`config.mk`:
```
export PLATFORM = sky130hd
export DESIGN_NAME = fixed_point_rescale_arbiter
export DESIGN_NICKNAME = d
export VERILOG_FILES = /design/src/rtl/fixed_point_rescale_arbiter.sv
export SDC_FILE = /design/constraint.sdc
export NUM_CORES = 1
export LEC_CHECK = 0
export BUFFER_PORTS_ARGS = -buffer_cell sky130_fd_sc_hd__buf_2
export CAP_MARGIN = 30
export CORE_MARGIN = 5
export CORE_UTILIZATION = 30
export CTS_BUF_LIST = sky130_fd_sc_hd__clkbuf_16
export DETAILED_ROUTE_END_ITERATION = 8
export GPL_TIMING_DRIVEN = 0
export PLACE_DENSITY = 0.6
export SYNTH_ARGS = -nofsm -noshare
export SYNTH_HDL_FRONTEND = slang
export SYNTH_SLANG_ARGS = --single-unit
```
`constraint.sdc`:
```
create_clock -name clk -period 4.38 [get_ports clk]
set_input_delay 0.438 -clock clk [delete_from_list [all_inputs] [get_ports clk]]
set_output_delay 0.438 -clock clk [all_outputs]
set_load 0.02 [all_outputs]
```
`src/rtl/fixed_point_rescale_arbiter.sv`:
```
// Round-robin arbiter in front of a shared two-stage fixed-point rescaler.
// Each channel has its own signed binary-point shift and saturate/wrap mode.
//
// Handshake: a sample moves on any edge where in_valid[i] && in_ready[i].
// A result leaves on any edge where out_valid && out_ready. in_ready never
// depends on in_ready itself. While out_valid && !out_ready the whole pipe
// freezes and the output fields stay stable.
module fixed_point_rescale_arbiter #(
  parameter int NUM_CH    = 4,
  parameter int IN_W      = 16,
  parameter int OUT_W     = 16,
  parameter int SHIFT_W   = 5,
  parameter int IS_SIGNED = 1
) (
  input  logic                      clk,
  input  logic                      reset,
  input  logic [NUM_CH-1:0]         in_valid,
  output logic [NUM_CH-1:0]         in_ready,
  input  logic [NUM_CH*IN_W-1:0]    in_data,
  input  logic                      cfg_wr,
  input  logic [$clog2(NUM_CH)-1:0] cfg_ch,
  input  logic [SHIFT_W-1:0]        cfg_shift,
  input  logic                      cfg_sat_en,
  output logic                      out_valid,
  input  logic                      out_ready,
  output logic [OUT_W-1:0]          out_data,
  output logic [$clog2(NUM_CH)-1:0] out_ch,
  output logic                      out_sat
);

  localparam int CH_W  = $clog2(NUM_CH);
  // Wide enough to hold the largest left shift of any input exactly.
  localparam int INT_W = IN_W + (1 << (SHIFT_W - 1)) + 1;

  localparam logic signed [INT_W-1:0] MAX_S = {{(INT_W-OUT_W+1){1'b0}}, {(OUT_W-1){1'b1}}};
  localparam logic signed [INT_W-1:0] MIN_S = {{(INT_W-OUT_W+1){1'b1}}, {(OUT_W-1){1'b0}}};
  localparam logic signed [INT_W-1:0] MAX_U = {{(INT_W-OUT_W){1'b0}}, {OUT_W{1'b1}}};

  logic                adv;
  logic                xfer;
  logic                found;
  logic [CH_W-1:0]     cand;
  logic [CH_W-1:0]     grant_idx;
  logic [NUM_CH-1:0]   grant;
  logic [IN_W-1:0]     grant_data;
  logic [CH_W-1:0]     ptr;

  logic [SHIFT_W-1:0]  shift_tbl [NUM_CH];
  logic [NUM_CH-1:0]   sat_tbl;

  logic                s1_valid;
  logic [IN_W-1:0]     s1_data;
  logic [CH_W-1:0]     s1_ch;
  logic [SHIFT_W-1:0]  s1_shift;
  logic                s1_sat;

  logic [SHIFT_W-1:0]        mag;
  logic signed [INT_W-1:0]   ext;
  logic signed [INT_W-1:0]   scaled;
  logic [OUT_W-1:0]          res;
  logic                      res_sat;

  // Round-robin search starting just after the last granted channel.
  always_comb begin
    adv       = !(out_valid && !out_ready);
    grant     = '0;
    grant_idx = ptr;
    found     = 1'b0;
    cand      = '0;
    for (int i = 1; i <= NUM_CH; i++) begin
      cand = CH_W'((int'(ptr) + i) % NUM_CH);
      if (!found && adv && in_valid[cand]) begin
        found     = 1'b1;
        grant_idx = cand;
      end
    end
    if (found) grant[grant_idx] = 1'b1;
    xfer       = found;
    in_ready   = grant;
    grant_data = in_data[grant_idx*IN_W +: IN_W];
  end

  // Pointer follows the last accepted channel; idle cycles leave it alone.
  always_ff @(posedge clk) begin
    if (reset) ptr <= CH_W'(NUM_CH - 1);
    else if (xfer) ptr <= grant_idx;
  end

  // Per-channel config table; out-of-range channel writes are dropped.
  always_ff @(posedge clk) begin
    if (reset) begin
      for (int i = 0; i < NUM_CH; i++) shift_tbl[i] <= '0;
      sat_tbl <= '1;
    end else if (cfg_wr && (int'(cfg_ch) < NUM_CH)) begin
      shift_tbl[cfg_ch] <= cfg_shift;
      sat_tbl[cfg_ch]   <= cfg_sat_en;
    end
  end

  // Stage 1 captures the sample with the config in force at transfer time.
  always_ff @(posedge clk) begin
    if (reset) begin
      s1_valid <= 1'b0;
      s1_data  <= '0;
      s1_ch    <= '0;
      s1_shift <= '0;
      s1_sat   <= 1'b0;
    end else if (adv) begin
      s1_valid <= xfer;
      if (xfer) begin
        s1_data  <= grant_data;
        s1_ch    <= grant_idx;
        s1_shift <= shift_tbl[grant_idx];
        s1_sat   <= sat_tbl[grant_idx];
      end
    end
  end

  // Exact shift in the wide domain, then clip or wrap to the output width.
  always_comb begin
    if (IS_SIGNED != 0) ext = {{(INT_W-IN_W){s1_data[IN_W-1]}}, s1_data};
    else                ext = {{(INT_W-IN_W){1'b0}}, s1_data};
    mag = s1_shift[SHIFT_W-1] ? (~s1_shift + 1'b1) : s1_shift;
    if (s1_shift[SHIFT_W-1]) scaled = ext >>> mag;
    else                     scaled = ext << mag;
    res     = scaled[OUT_W-1:0];
    res_sat = 1'b0;
    if (s1_sat) begin
      if (IS_SIGNED != 0) begin
        if (scaled > MAX_S) begin
          res     = MAX_S[OUT_W-1:0];
          res_sat = 1'b1;
        end else if (scaled < MIN_S) begin
          res     = MIN_S[OUT_W-1:0];
          res_sat = 1'b1;
        end
      end else if (scaled > MAX_U) begin
        res     = MAX_U[OUT_W-1:0];
        res_sat = 1'b1;
      end
    end
  end

  // Output register; holds its fields whenever downstream stalls.
  always_ff @(posedge clk) begin
    if (reset) begin
      out_valid <= 1'b0;
      out_data  <= '0;
      out_ch    <= '0;
      out_sat   <= 1'b0;
    end else if (adv) begin
      out_valid <= s1_valid;
      if (s1_valid) begin
        out_data <= res;
        out_ch   <= s1_ch;
        out_sat  <= res_sat;
      end
    end
  end

endmodule

```
Word-level counts from Yosys, hierarchy flattened
Memories as Yosys holds them, arrays and structs flattened. A register that Yosys moved wholly into a read port is not among the register bits.
Index checks and enable logic that the tools add are counted.
{"block": "op_classes", "muxes": 40, "bitwise_logic": 2, "n_mul": 0, "n_shift": 3, "magnitude_cmp": 10, "n_addsub": 5, "div": 0, "n_eq_ne": 0, "reduce_logical": 18}
{"operator": "64-bit by 7-bit variable part select with 16-bit output", "count": 1}
{"operator": "16-bit 2-to-1 mux", "count": 3}
{"operator": "33-bit by 16-bit > comparator with 1-bit output, second input constant", "count": 1}
{"operator": "33-bit by 16-bit less-than comparator with 1-bit output, second input constant", "count": 1}
{"operator": "33-bit 2-to-1 mux", "count": 1}
{"operator": "33-bit by 5-bit << shifter with 33-bit output", "count": 1}
{"operator": "16-bit by 5-bit >>> shifter with 33-bit output", "count": 1}
{"operator": "1-bit 2-to-1 mux", "count": 20}
{"operator": "2-bit by 3-bit less-than comparator with 1-bit output, second input constant", "count": 6}
{"operator": "1-bit binary-select mux with 2-bit select", "count": 5}
{"operator": "1-bit logical AND", "count": 10}
{"operator": "2-bit 2-to-1 mux", "count": 5}
{"operator": "5-bit 2-to-1 mux", "count": 2}
{"operator": "5-bit by 1-bit adder with 5-bit output, second input constant", "count": 1}
{"operator": "1-bit zero test", "count": 5}
{"operator": "5-bit inverter", "count": 1}
{"operator": "5-bit OR reduction", "count": 1}
{"operator": "2-bit by 1-bit adder with 2-bit output, second input constant", "count": 2}
{"operator": "2-bit adder, second input constant", "count": 2}
{"operator": "4-bit bitwise mux", "count": 1}
{"operator": "1-bit demux with 2-bit select", "count": 2}
{"operator": "2-bit by 1-bit >= comparator with 1-bit output, second input constant", "count": 2}
{"operator": "4-bit 2-to-1 mux", "count": 1}
{"operator": "2-bit AND reduction", "count": 2}
{"operator": "1-bit inverter", "count": 1}
{"block": "word_totals", "ram_bits": 20, "output_inout_bits": 24, "mem_count": 1, "inputBits": 80, "ff_bits": 46, "word_cells": 89, "latchBits": 0, "romBits": 0}
{"memory": "shift_tbl", "depth": 4, "word_bits": 5, "rd": 1, "rd_clocked_by_memory_dff": 1, "wr": 4, "line_no": "48", "source": "logic [SHIFT_W-1:0] shift_tbl [NUM_CH];"}

Longest topological paths before layout
{"block": "depth", "word_depth": 22, "depth_mapped": 14, "depth_no_buf": 10}

Worst setup path after synthesis
Ideal clock, no wire load.
{"block": "synth_timing", "path_kind": "register to register", "from": "register s1_shift[0], read port of shift_tbl", "to": "register out_data[8]", "t_arrival_ns": 3.035, "setup_ns": 0.145, "path_buffers": 2, "setup_slack_ns": 1.200, "synth_period_minus_slack_ns": 3.180, "t_required_ns": 4.235, "stages_incl_launch_ff": 13, "path_cell_list": "dfxtp_1 > buf_4 > inv_2 > ha_1 > nand2b_1 > xnor2_2 > mux4_2 > a221o_1 > nor3_1 > nand4_1 > a22oi_4 > buf_6 > a211oi_1"}
{"block": "synth_via", "elab_chain_cells": 9, "elab_cells_between_ends": 11, "cone_classes": "1 x add/sub; 2 x order compare; 2 x shift; 5 x mux; 1 x bitwise"}
{"element": "start, declared", "line_no": "54", "source": "logic [SHIFT_W-1:0] s1_shift;"}
{"element": "5-bit inverter", "line_no": "123", "source": "mag = s1_shift[SHIFT_W-1] ? (~s1_shift + 1'b1) : s1_shift;"}
{"element": "5-bit by 1-bit adder with 5-bit output", "line_no": "123"}
{"element": "5-bit 2-to-1 mux (*)", "line_no": "123"}
{"element": "33-bit by 5-bit << shifter with 33-bit output or 16-bit by 5-bit >>> shifter with 33-bit output (tied branches)", "line_no": "125, 124"}
{"element": "33-bit 2-to-1 mux (*)", "line_no": "124", "source": "if (s1_shift[SHIFT_W-1]) scaled = ext >>> mag;"}
{"element": "33-bit by 16-bit less-than comparator with 1-bit output", "line_no": "133", "source": "end else if (scaled < MIN_S) begin"}
{"element": "16-bit 2-to-1 mux", "line_no": "133"}
{"element": "16-bit 2-to-1 mux", "line_no": "130", "source": "if (scaled > MAX_S) begin"}
{"element": "16-bit 2-to-1 mux (*)", "line_no": "128", "source": "if (s1_sat) begin"}
{"element": "end signal, assigned", "line_no": "154", "source": "out_data <= res;"}
{"element": "end, declared", "line_no": "26", "source": "output logic [OUT_W-1:0] out_data,"}
Every way passes the cells marked *; elsewhere a longest branch is shown, timed or not.
A chain may end at the register's enable or synchronous reset.

Final worst setup path
{"block": "layout_timing", "from": "register s1_shift[0], read port of shift_tbl", "to": "register out_data[13]"}
Same word-level chain as after synthesis.

==> flow_summary.ini <==
[run_status]
status = finished clean

[timing]
tns_ns = 0
max_freq_mhz = 258
hold_viol_final = 0
setup_viol = 0
fin_skew_ns = 0.0124
worstMarginPinSlew_ns = 0.846
fin_ws_ns = 0.503
period_minus_slack_ns = 3.88
rsz0062_at_grt = false
finalMaxSlewViolations = 0
relSlewSlack = 0.428
timing.final.crit_share = 0.885

[yosys]
synth_top_family_by_area = multiplexers
synth-simple-area-share = 0.161
synth-seq-area-share = 0.300
synth_nets = 684
syn_area_per_cell_sq_um = 8.98
synth_enable_flop_cells = 20
ys.flop_type = dfxtp_1
netlist_area_sq_um = 5410
yosys_warnings = 0
synth_cells = 603
synth_mux_area_frac = 0.248
ys_ff_latch = 71
async_flop_share = 0
synth_compound_area_frac = 0.226
yosys.area_share.xor_xnor = 0.00462
synthAdderAreaFrac = 0.00231
yosysUniqueCellTypes = 68

[final_layout]
drive_gt1_frac = 0.282
n_antenna_cell = 0
final_cell_mix = buf_2 (109), nor2_1 (73), mux2i_1 (56), dfxtp_1 (51), nand2_1 (50)
layout.nets = 797
area.growth.synth_to_final_pct = 20.1
layout.cells.most_common = buf_2

[placed_design]
globalplace.congestion = 0.932
hpwl_um = 13300
io_buffers = 102
place_ws_ns = 0.600

[worst_hold_path]
hp-class = input pin to flop
min_from = out_ready
hold_depth = 4
min_to = out_valid

[floorplan]
die_w_um = 144
std_cell_rows = 49
start_util = 0.303
num_io_pins = 104
coreArea_sq_um = 17800
die_h_um = 144
dieArea_sq_um = 20800

[route]
wirelength_um = 17000
vias_per_cell = 5.43
routedWlPerCell_um = 17.9
dr.pass1.iters = 5
drt_iter0_markers = 415
route.vias.total = 5160
drc = 0
ant_nets = 0

[cts]
cts.sinks = 71
postCtsSetupRepairBufs = 0
clockRootBuffer = clkbuf_16
cts_tree = yes
clock_path_buffers = 2
cts_hold_buf = 0
ctsResizeCount = 0
cts_made_buffers = 9
h-tree-depth = 3
clk_latency_ns = 0.35
clkSlewWorstSetupHoldPaths_ns = 0.06

[worst_setup_path]
worstPathArrival_ns = 4.15
crit_buf_inv = 3
slowest_stage = mux2i_1
r2r_slack_ns = 0.50
cp-start-kind = flop
cp_cell_sequence = buf_4 > inv_2 > ha_1 > mux2i_1 > mux2i_1 > nand3_1 > a2111oi_2 > o2bb2ai_1 > a211oi_2 > buf_6 > o211ai_1 > a211oi_2
end_kind = flop
startpoint = s1_shift[0]
crit_type = flop to flop
r2r_start = s1_shift[0]
required_ns = 4.65
crit_family = compound AO/OA/AOI/OAI gates
worstRegToRegCells = 12
rr_endpoint = out_data[13]
worst-path-max-fanout = 10
slowest_delay_ns = 0.51

[power]
ir_drop_mv = 0.193
power_uw = 3340
p_leak_uw = 0.00261
powerDensity_nw_per_um2 = 513

[global_routing]
grt_overflow_total = 0
grt_max_degree = 17
grt_first_pass_wirelength_um = 27300
grt_pass1_vias = 5139
grt_usage = 0.166
antenna_found_initial = 0

[run]
maxCapViolCount = 0
==> worst min-delay path: stages <==
cell	delay [ns]
buf_2	0.08
nor2b_1	0.08
nor2_1	0.09
nor2_1	0.04
==> cell usage after synthesis (all sizes together) (18+ instances only) <==
library cell | count | share of area
a211oi | 21 | 0.038
a21oi | 23 | 0.021
a221o | 23 | 0.043
buf | 22 | 0.025
clkbuf | 31 | 0.021
dfxtp | 51 | 0.19
edfxtp | 20 | 0.11
inv | 18 | 0.012
mux2 | 37 | 0.078
mux2i | 57 | 0.11
nand2 | 50 | 0.035
nor2 | 73 | 0.051
nor3 | 28 | 0.026
o21ai | 24 | 0.022
==> through the flow <==
step	hold WS, ns	utilization	instance area (sq um)	instances
floorplan	0.428	-	5410	603
global placement	0.443	0.348	6210	934
detailed placement	0.445	0.348	6210	934
CTS	0.422	0.364	6500	950
global route	0.443	0.364	6500	950
finish	0.427	0.364	6500	950
==> cell type report <==
cell class                 instances  area [sq um]
fill                            1815         11300
multi-input combinational        461          3470
timing repair buffer             102           510
clock inverter                     7          67.6
inverter                          18          67.6
sequential                        71          1620
buffer                            53           249
clock buffer                       9           225
tap                              229           287
==> report_power, final <==
group | switching (uW) | leakage (uW) | internal (uW)
Combinational | 1020 | 0.00185 | 697
Clock | 335 | 0.000143 | 402
Sequential | 103 | 0.000620 | 781
Total | 1460 | 0.00261 | 1880
==> cell families after synthesis <==
group / after synthesis
simple gates: 193
compound gates: 156
mux: 109
buf+inv: 71
flops: 71
xor+xnor: 2
fa+ha+maj: 1
==> flip-flops by register name, summed over array words and instances (netlist names) <==
register and count:
out_data 16, ptr 2, s1_shift 5, out_ch 2, s1_ch 2, out_valid 1
sat_tbl 4, s1_data 16, shift_tbl 20, s1_valid 1, out_sat 1, s1_sat 1
==> how the worst max path moves through the flow <==
| stage | to | slack, ns | cells after the start |
|---|---|---|---|
| 2_1_floorplan | out_data[8] | 1.20 | 12 |
| 3_3_place_gp | out_data[14] | 0.61 | 13 |
| 3_5_place_dp | out_data[13] | 0.60 | 13 |
| 4_1_cts | out_data[13] | 0.55 | 13 |
| 5_1_grt | out_data[13] | 0.23 | 13 |
| 6_report | out_data[13] | 0.50 | 12 |
==> metal layers <==
metal / vias up / track usage / routed length, um
met2: 191 / 0.278 / 8220
met5: - / 0 / 0
met3: 20 / 0.0251 / 889
met4: 0 / 0.0496 / 288
li1: 2509 / - / -
met1: 2440 / 0.222 / 7630
Note: power is estimated with default switching activity, not from simulation.
